## src/rtl/byte_serializer_if.sv

```systemverilog
// ---------------------------------------------------------------------------
// byte_serializer_if : word-in / byte-out valid-ready stream bundle
// Revision 1.0
// ---------------------------------------------------------------------------
`default_nettype none

interface byte_serializer_if;
  logic       in_valid;
  logic [7:0] in_low;
  logic [7:0] in_high;
  logic       in_ready;
  logic       out_valid;
  logic [7:0] out_data;
  logic       out_last;
  logic       out_ready;

  // Word producer and byte sink side (the environment around the serializer)
  modport master (
    output in_valid, in_low, in_high, out_ready,
    input  in_ready, out_valid, out_data, out_last
  );

  // Serializer side
  modport slave (
    input  in_valid, in_low, in_high, out_ready,
    output in_ready, out_valid, out_data, out_last
  );
endinterface

`default_nettype wire

```

## src/rtl/byte_serializer.sv

```systemverilog
// ---------------------------------------------------------------------------
// byte_serializer : emits a 16-bit low/high byte pair as two stream bytes
// Revision 1.0
// ---------------------------------------------------------------------------
`default_nettype none

module byte_serializer #(
  parameter int HIGH_FIRST = 0,
  parameter int CNT_W      = 16
) (
  input  wire logic             clk,
  input  wire logic             rst,
  byte_serializer_if.slave      bus,
  output logic [CNT_W-1:0]      word_count
);

  typedef enum logic [1:0] {
    IDLE  = 2'd0,
    SEND0 = 2'd1,
    SEND1 = 2'd2
  } state_t;

  localparam bit HF = (HIGH_FIRST != 0);

  state_t           state_q, state_d;
  logic [7:0]       out_data_q, out_data_d;
  logic [7:0]       second_q, second_d;
  logic             out_valid_q, out_valid_d;
  logic             out_last_q, out_last_d;
  logic [CNT_W-1:0] count_q, count_d;

  logic             in_ready;
  logic             capture;
  logic [7:0]       first_in;
  logic [7:0]       second_in;

  // Accepting in SEND1 relies on the last byte leaving in the same cycle,
  // which keeps the stream gap-free.
  assign in_ready  = (state_q == IDLE) | ((state_q == SEND1) & bus.out_ready);
  assign capture   = bus.in_valid & in_ready;
  assign first_in  = HF ? bus.in_high : bus.in_low;
  assign second_in = HF ? bus.in_low  : bus.in_high;

  always_comb begin
    state_d     = state_q;
    out_data_d  = out_data_q;
    second_d    = second_q;
    out_valid_d = out_valid_q;
    out_last_d  = out_last_q;
    count_d     = count_q;

    case (state_q)
      IDLE: begin
        if (bus.in_valid) begin
          state_d = SEND0;
        end
      end
      SEND0: begin
        if (bus.out_ready) begin
          state_d    = SEND1;
          out_data_d = second_q;
          out_last_d = 1'b1;
        end
      end
      SEND1: begin
        if (bus.out_ready) begin
          count_d     = count_q + CNT_W'(1);
          state_d     = bus.in_valid ? SEND0 : IDLE;
          out_valid_d = 1'b0;
          out_last_d  = 1'b0;
        end
      end
      default: begin
        state_d     = IDLE;
        out_valid_d = 1'b0;
        out_last_d  = 1'b0;
      end
    endcase

    if (capture) begin
      out_data_d  = first_in;
      second_d    = second_in;
      out_valid_d = 1'b1;
      out_last_d  = 1'b0;
    end
  end

  always_ff @(posedge clk) begin
    if (rst) begin
      state_q     <= IDLE;
      out_data_q  <= 8'h00;
      second_q    <= 8'h00;
      out_valid_q <= 1'b0;
      out_last_q  <= 1'b0;
      count_q     <= '0;
    end else begin
      state_q     <= state_d;
      out_data_q  <= out_data_d;
      second_q    <= second_d;
      out_valid_q <= out_valid_d;
      out_last_q  <= out_last_d;
      count_q     <= count_d;
    end
  end

  assign bus.in_ready  = in_ready;
  assign bus.out_valid = out_valid_q;
  assign bus.out_data  = out_data_q;
  assign bus.out_last  = out_last_q;
  assign word_count    = count_q;

endmodule

`default_nettype wire

```

## src/flat_wrapper.sv

```systemverilog
// flat-port wrapper written by rule: the top's interface ports become plain ports
module byte_serializer_flat 
#(
  parameter int HIGH_FIRST = 0,
  parameter int CNT_W      = 16
)
  (clk, rst, word_count, bus_in_valid, bus_in_low, bus_in_high, bus_out_ready, bus_in_ready, bus_out_valid, bus_out_data, bus_out_last);
  byte_serializer_if bus_i ();
  input  wire logic clk;
  input  wire logic rst;
  output logic [CNT_W-1:0] word_count;
  input wire logic [$bits(bus_i.in_valid)-1:0] bus_in_valid;
  input wire logic [$bits(bus_i.in_low)-1:0] bus_in_low;
  input wire logic [$bits(bus_i.in_high)-1:0] bus_in_high;
  input wire logic [$bits(bus_i.out_ready)-1:0] bus_out_ready;
  output wire logic [$bits(bus_i.in_ready)-1:0] bus_in_ready;
  output wire logic [$bits(bus_i.out_valid)-1:0] bus_out_valid;
  output wire logic [$bits(bus_i.out_data)-1:0] bus_out_data;
  output wire logic [$bits(bus_i.out_last)-1:0] bus_out_last;
  assign bus_i.in_valid = bus_in_valid;
  assign bus_i.in_low = bus_in_low;
  assign bus_i.in_high = bus_in_high;
  assign bus_i.out_ready = bus_out_ready;
  assign bus_in_ready = bus_i.in_ready;
  assign bus_out_valid = bus_i.out_valid;
  assign bus_out_data = bus_i.out_data;
  assign bus_out_last = bus_i.out_last;
  byte_serializer #(.HIGH_FIRST(HIGH_FIRST), .CNT_W(CNT_W)) u_core (.clk(clk), .rst(rst), .bus(bus_i), .word_count(word_count));
endmodule
```

## config.mk

```make
export PLATFORM = sky130hd
export DESIGN_NAME = byte_serializer_flat
export DESIGN_NICKNAME = d
export VERILOG_FILES = /design/src/rtl/byte_serializer_if.sv /design/src/rtl/byte_serializer.sv /design/src/flat_wrapper.sv
export SDC_FILE = /design/constraint.sdc
export NUM_CORES = 1
export LEC_CHECK = 0
export CAP_MARGIN = 10
export CORE_MARGIN = 2
export CORE_UTILIZATION = 36
export CTS_CLUSTER_SIZE = 25
export DETAILED_ROUTE_END_ITERATION = 16
export GPL_TIMING_DRIVEN = 1
export PLACE_DENSITY = 0.66
export SYNTH_ARGS = -nofsm -noshare
export SYNTH_HDL_FRONTEND = slang
export SYNTH_SLANG_ARGS = --single-unit
export TNS_END_PERCENT = 30
```

## constraint.sdc

```tcl
create_clock -name clk -period 1.4 [get_ports clk]
set_input_delay 0.28 -clock clk [delete_from_list [all_inputs] [get_ports clk]]
set_output_delay 0.28 -clock clk [all_outputs]
set_load 0.05 [all_outputs]
```

==> impl_results.md, run 1 <==
- Crit path launch: u_core.state_q[1]
- Setup Viol. Count Final: 0
- Switching part of the total power: 27.4%
- Bufs and invs on worst path: 2
- Fin nets: 266
- Power per cell area: 875 nW/um^2
- Clock Pin Slew Worst Setup and Hold Paths: 0.07 ns
- Origin of the critical flop-to-flop path: u_core.state_q[0]
- Via/cell ratio: 4.98
- Gr usage total: 14.7%
- Final min period: 1.40 ns
- Clock Power Share: 30.8%
- Status: finished, final reports clean
- Cell breakdown of the critical path: nor2b_4 -> buf_6 -> nor2_4 -> buf_12
- Endpoints failing hold: 0
- Clock buffer depth: 2
- Crit. path cell count: 4
- Detail Route Antenna Nets: 0
- Crit start category: flop
- Family with the most delay on the worst path: flip-flops
- Post-Syn Area per Cell: 9.03 sq um
- Initial antenna violation count: 0
- Max Clk Rate: 0.717 GHz
- Half-perimeter wire length after placement: 2600 um
- # DRC: 0
- RSZ-0062 raised after global routing: true
- GP Congestion: 0.823
- Root buffer cell: clkbuf_8
- Wirelength, routed: 3680 um
- Worst r2r dst: u_core.word_count[14]
- Setup Crit Path Kind: flop to primary output
- Post-Syn Nets: 197
- CP Max Fanout: 3
- Crit-path max cell delay: 0.34 ns
- Post-DR wirelength/cell: 12.3 um
- Area Growth Syn to Fin: 75.0%
- Switching power total: 0.668 mW
- Placed insts: 286
- Synth Instances: 176
- Synthesis-stage register bit count: 36
- Number of warning messages in the yosys log: 0
- Overflow after GRT: 0
- Final WS setup: 0.00477 ns
- Boundary Pins: 47
- Pre-CTS setup slack: -0.459 ns
- Proportion of layout cells with a drive suffix above 1: 36.2%
- Most frequent cells in the layout: nor2_1, buf_12, dfxtp_1
- Starting Density: 37.0%
- FF-to-FF path depth: 4
- Die Area: 4960 sq um
- CP max-delay cell: dfxtp_2
- Max VDD drop: 0.748 mV
- Flop pwr share: 45.2%
- Number of distinct library cells after synthesis: 33
- Rows: 24
- 1st-iter DRT viols: 76
- Worst path arrival time: 1.12 ns
- Fin Clk Skew: 0.00639 ns
- Global-route wire length before repair: 5870 um
- Commonest non-fill, non-tap cell in the layout: nor2_1
- CTS HTree Levels: 2
- Hold WS: 0.467 ns
- Tcrit/Tclk final: 99.7%
- Number of global-route vias before repair: 1317
- Critical path required time: 1.12 ns
- Core area: 4290 sq um
- Worst-Skew Late Latency: 0.28 ns
- Setup total negative slack: 0 ns
- Logic gate share of total power: 23.9%
- CP Capture Type: primary output
- Port buffer count: 46
- Finished Layout Cells: 298
- Pin count of the biggest net entering global routing: 18
- Relative slew slack: 76.8%
- Max-slew violations: 0
- Flop2flop setup slack: 0.02 ns
- Pre-Repair DR Iteration Count: 4
- CTS tree: done
- Slew @ Worst Pin: 0.347 ns
- Vias: 1484
- Register area share after synthesis: 45.4%
- Max Cap Viol: 0
- Crit path to: bus_in_ready
- Chip height: 70.4 um
- Post-Syn Area: 1590 sq um
- Num CTS Buffers: 5
- Leakage: 1.11 nW
- Clock sinks: 36
- Pint: 1.77 mW
- Die Wd: 70.4 um
- Hold crit path type: primary input to flop
- Antenna diode count: 0
per-layer routing:
layer / up-vias / routed length [um] / GRT usage, %
met5: - / 0 / 0
met1: 690 / 1710 / 19.4
met2: 34 / 1780 / 23.1
met3: 4 / 142 / 3.61
met4: 0 / 44 / 5.77
li1: 756 / - / -
worst min-delay path by stage:
stage | start | to | slack [ns] | cells after the start
after global placement | u_core.second_q[2] | u_core.second_q[2] | 0.47 | 2
after detailed placement | u_core.second_q[3] | u_core.second_q[3] | 0.48 | 2
after CTS | u_core.second_q[3] | u_core.second_q[3] | 0.50 | 2
after global routing | bus_in_valid | u_core.state_q[0] | 0.50 | 4
final | bus_in_valid | u_core.state_q[0] | 0.47 | 4
after floorplan | bus_in_high[0] | u_core.second_q[0] | 0.43 | 2
what timing repair did:
action	4_1_cts	5_1_grt
buffers inserted	0	1
resized for setup	9	10
pin swaps	2	3
hold buffers	0	0
gates cloned	0	3
setup endpoints to repair	16	20
flip-flops by register name, indices dropped and copies added (netlist names):
name,cells
u_core.second_q,8
u_core.state_q,2
u_core.bus.out_valid,1
u_core.word_count,16
u_core.bus.out_data,8
u_core.bus.out_last,1
cell families after synthesis:
group                    synth area share (%)
flip-flops                               45.4
AO/OA/AOI/OAI                            10.8
AND/OR/NAND/NOR                          21.9
multiplexers                             11.4
adder cells (fa/ha/maj)                 0.787
buffers and inverters                    4.80
XOR/XNOR                                 4.96
cells in the mapped netlist:
cell,instances,area share (%)
a2111oi_0,1,0.55
a211oi_1,8,3.8
a21oi_1,9,2.8
a31o_2,1,0.55
a31oi_1,1,0.39
and2_1,4,1.6
and3_1,1,0.39
and4_1,1,0.55
and4b_1,1,0.63
buf_2,1,0.31
buf_4,4,1.9
buf_6,1,0.71
clkbuf_1,5,1.2
dfxtp_1,36,45
ha_1,1,0.79
inv_1,3,0.71
mux2_2,1,0.71
mux2i_1,17,11
nand2_1,6,1.4
nand2b_1,1,0.39
nand3_1,7,2.2
nand3b_1,1,0.47
nand4_1,7,2.8
nor2_1,34,8.0
nor2b_1,3,1.2
nor3b_1,1,0.47
o21ai_0,3,0.94
o21ai_1,1,0.31
o31ai_1,3,1.4
or3_1,1,0.39
or4_1,3,1.4
xnor2_1,2,1.1
xor2_1,7,3.9
power groups by stage:
stage          Combinational, mW  Clock [mW]  Sequential, mW
6_report                   0.582       0.751            1.10
5_1_grt                    0.619       0.829            1.11
4_1_cts                    0.526       0.774            1.10
3_5_place_dp               0.520           0            1.12
3_3_place_gp               0.518           0            1.12
2_1_floorplan              0.173           0            1.21
layout make-up:
| class | count | area, sq um |
|---|---|---|
| tap | 52 | 65.1 |
| inverter | 3 | 11.3 |
| sequential | 36 | 762 |
| clock inverter | 1 | 6.26 |
| multi-input combinational | 126 | 856 |
| clock buffer | 7 | 86.3 |
| timing repair buffer | 73 | 995 |
| fill | 359 | 1510 |
through the flow:
| stage | utilization, % | power, mW | cell area (sq um) |
|---|---|---|---|
| global placement | 59.8 | 1.64 | 2570 |
| CTS | 62.4 | 2.40 | 2680 |
| detailed placement | 59.8 | 1.64 | 2570 |
| floorplan | - | 1.38 | 1660 |
| finish | 64.8 | 2.43 | 2780 |
| global route | 64.8 | 2.55 | 2780 |
worst min-delay path, stage by stage:
cell	delay, ns
dlymetal6s2s_1	0.16
buf_4	0.14
nor2_1	0.07
a2111oi_0	0.05
No activity file was read; power rests on OpenSTA's default activity.
==> run 2, diff against run 1 <==
--- a/config.mk
+++ b/config.mk
@@ -12,5 +12,4 @@
 export DETAILED_ROUTE_END_ITERATION = 16
 export GPL_TIMING_DRIVEN = 1
-export PLACE_DENSITY = 0.66
 export SYNTH_ARGS = -nofsm -noshare
 export SYNTH_HDL_FRONTEND = slang
==> constraint.sdc (replaced) <==
create_clock -name clk -period 1.35 [get_ports clk]
set_input_delay 0.27 -clock clk [delete_from_list [all_inputs] [get_ports clk]]
set_output_delay 0.27 -clock clk [all_outputs]
set_load 0.005 [all_outputs]
==> run 2 against run 1 <==
  * Clock power up 4.1%
  * Setup slack worse by 0.099 ns
  * The flow now finishes with violations (setup timing)
  * Core utilization down 5.7 points
  * Critical endpoint is now u_core.word_count[11]
  * Highest routed layer unchanged
  * Largest power group unchanged
  * Clock skew up 0.0016 ns
  * Largest cell class is now multi-input gates
==> impl_results.md, run 2 (synthesis gave the netlist of run 1 again) <==
- Clock sinks: 36
- Antenna diode count: 0
- Bufs and invs on worst path: 1
- Endpoints failing hold: 0
- Num CTS Buffers: 5
- Overflow after GRT: 0
- CP max-delay cell: or4_1
- Worst path arrival time: 1.66 ns
- Clock buffer depth: 2
- Max Cap Viol: 0
- CTS tree: done
- Failing checks: setup timing
- Die Wd: 70.4 um
- Clock Pin Slew Worst Setup and Hold Paths: 0.07 ns
- Largest register FFs: 16
- GP Congestion: 0.779
- CTS Hold Bufs: 0
- Tcrit/Tclk final: 107%
- Starting Density: 37.0%
- Core area: 4290 sq um
- Vias: 1548
- Setup total negative slack: -0.570 ns
- Area Growth Syn to Fin: 59.5%
- Via/cell ratio: 5.03
- Grt met2 use: 28.8%
- Setup Crit Path Kind: flop to flop
- CTS HTree Levels: 2
- Chip height: 70.4 um
- Critical path required time: 1.57 ns
- Hold crit path type: flop to flop
- Slew @ Worst Pin: 0.318 ns
- Cell breakdown of the critical path: and4b_2 -> buf_4 -> nand2_2 -> or4_1 -> a21oi_1
- GR Util met3: 5.19%
- Power per cell area: 913 nW/um^2
- Detail Route Antenna Nets: 0
- Half-perimeter wire length after placement: 3030 um
- 1st-iter DRT viols: 59
- Fin nets: 276
- Fin Clk Skew: 0.00804 ns
- Pre-Repair DR Iteration Count: 5
- Setup Viol. Count Final: 11
- Max Clk Rate: 0.692 GHz
- Final min period: 1.44 ns
- Rows: 24
- Hold WS: 0.499 ns
- Initial antenna violation count: 0
- Post-DR wirelength/cell: 14.1 um
- Max-slew violations: 0
- Gr usage total: 17.3%
- Proportion of layout cells with a drive suffix above 1: 30.9%
- Max VDD drop: 0.535 mV
- Die Area: 4960 sq um
- Final WS setup: -0.0941 ns
- # DRC: 0
- RSZ-0062 raised after global routing: true
- Root buffer cell: clkbuf_8
- Commonest non-fill, non-tap cell in the layout: nor2_1
- Crit-path max cell delay: 0.40 ns
- Gr busiest metal: met2
- Status: finished with violations
- CP Capture Type: flop
- CP Max Fanout: 5
- GRT met1 Usage: 22.0%
- Boundary Pins: 47
- Tot Pwr: 2.31 mW
- Relative slew slack: 78.3%
- Worst-Skew Late Latency: 0.29 ns
- Placed insts: 290
- Global-route wire length before repair: 6890 um
- Leakage: 1.14 nW
- Finished Layout Cells: 308
- Most frequent cells in the layout: nor2_1, buf_4, dlygate4sd2_1
- Number of global-route vias before repair: 1505
- Wirelength, routed: 4340 um
- Crit start category: flop
- Port buffer count: 46
- Family with the most delay on the worst path: simple AND/OR/NAND/NOR gates
- Pin count of the biggest net entering global routing: 18
run 2: cell types whose count changed in the layout (fill, tap and decap cells not counted), moves of 3 or more:
cell,previous run,this run
dfxtp_2,3,18
buf_4,19,32
dfxtp_4,10,2
buf_6,4,1
dfxtp_1,23,16
dlygate4sd2_1,1,27
buf_12,28,2
run 2: through the flow:
| step | worst slack [ns] | instance area, sq um | utilization, % |
|---|---|---|---|
| 2_1_floorplan | -0.0129 | 1650 | - |
| 3_3_place_gp | -0.507 | 2330 | 54.2 |
| 3_5_place_dp | -0.569 | 2330 | 54.2 |
| 4_1_cts | -0.0597 | 2440 | 56.9 |
| 5_1_grt | -0.186 | 2530 | 59.0 |
| 6_report | -0.0941 | 2530 | 59.0 |
run 2: final cells by class:
cell class	instances	area [sq um]
Sequential cell	36	751
Inverter	3	11.3
Tap cell	52	65.1
Clock buffer	8	90.1
Multi-Input combinational cell	126	855
Fill cell	409	1760
Timing Repair Buffer	83	763
run 2: layer usage:
metal | share of wire, % | vias to the layer above
li1 | - | 777
met1 | 46 | 730
met2 | 48 | 35
met3 | 4.7 | 6
met4 | 0.83 | 0
met5 | 0 | -
run 2: worst paths after layout:
check                                             end  slack (ns)                   from  depth (start not counted)
worst min-delay path            u_core.word_count[13]        0.50  u_core.word_count[13]                          2
worst max-delay path            u_core.word_count[11]       -0.09      u_core.state_q[1]                          5
worst max register to register  u_core.word_count[11]       -0.09      u_core.state_q[1]                          5
worst min register to register  u_core.word_count[13]        0.50  u_core.word_count[13]                          2
run 2: repair_timing:
item | in CTS | in global routing
pin swaps | 2 | 2
setup endpoints to repair | 54 | 21
gates cloned | 0 | 2
hold endpoints to repair | 0 | 0
setup buffers | 5 | 3
resized for setup | 45 | 7
run 2: report_power, final:
| group | switching (mW) | internal (mW) |
|---|---|---|
| combinational | 0.162 | 0.229 |
| clock | 0.366 | 0.416 |
| sequential | 0.0277 | 1.11 |
run 2: tightest hold or removal path, delay by kind of cell, from the launching register on:
family	cells	cell delay, ns
flops	1	0.34
compound gates	2	0.13
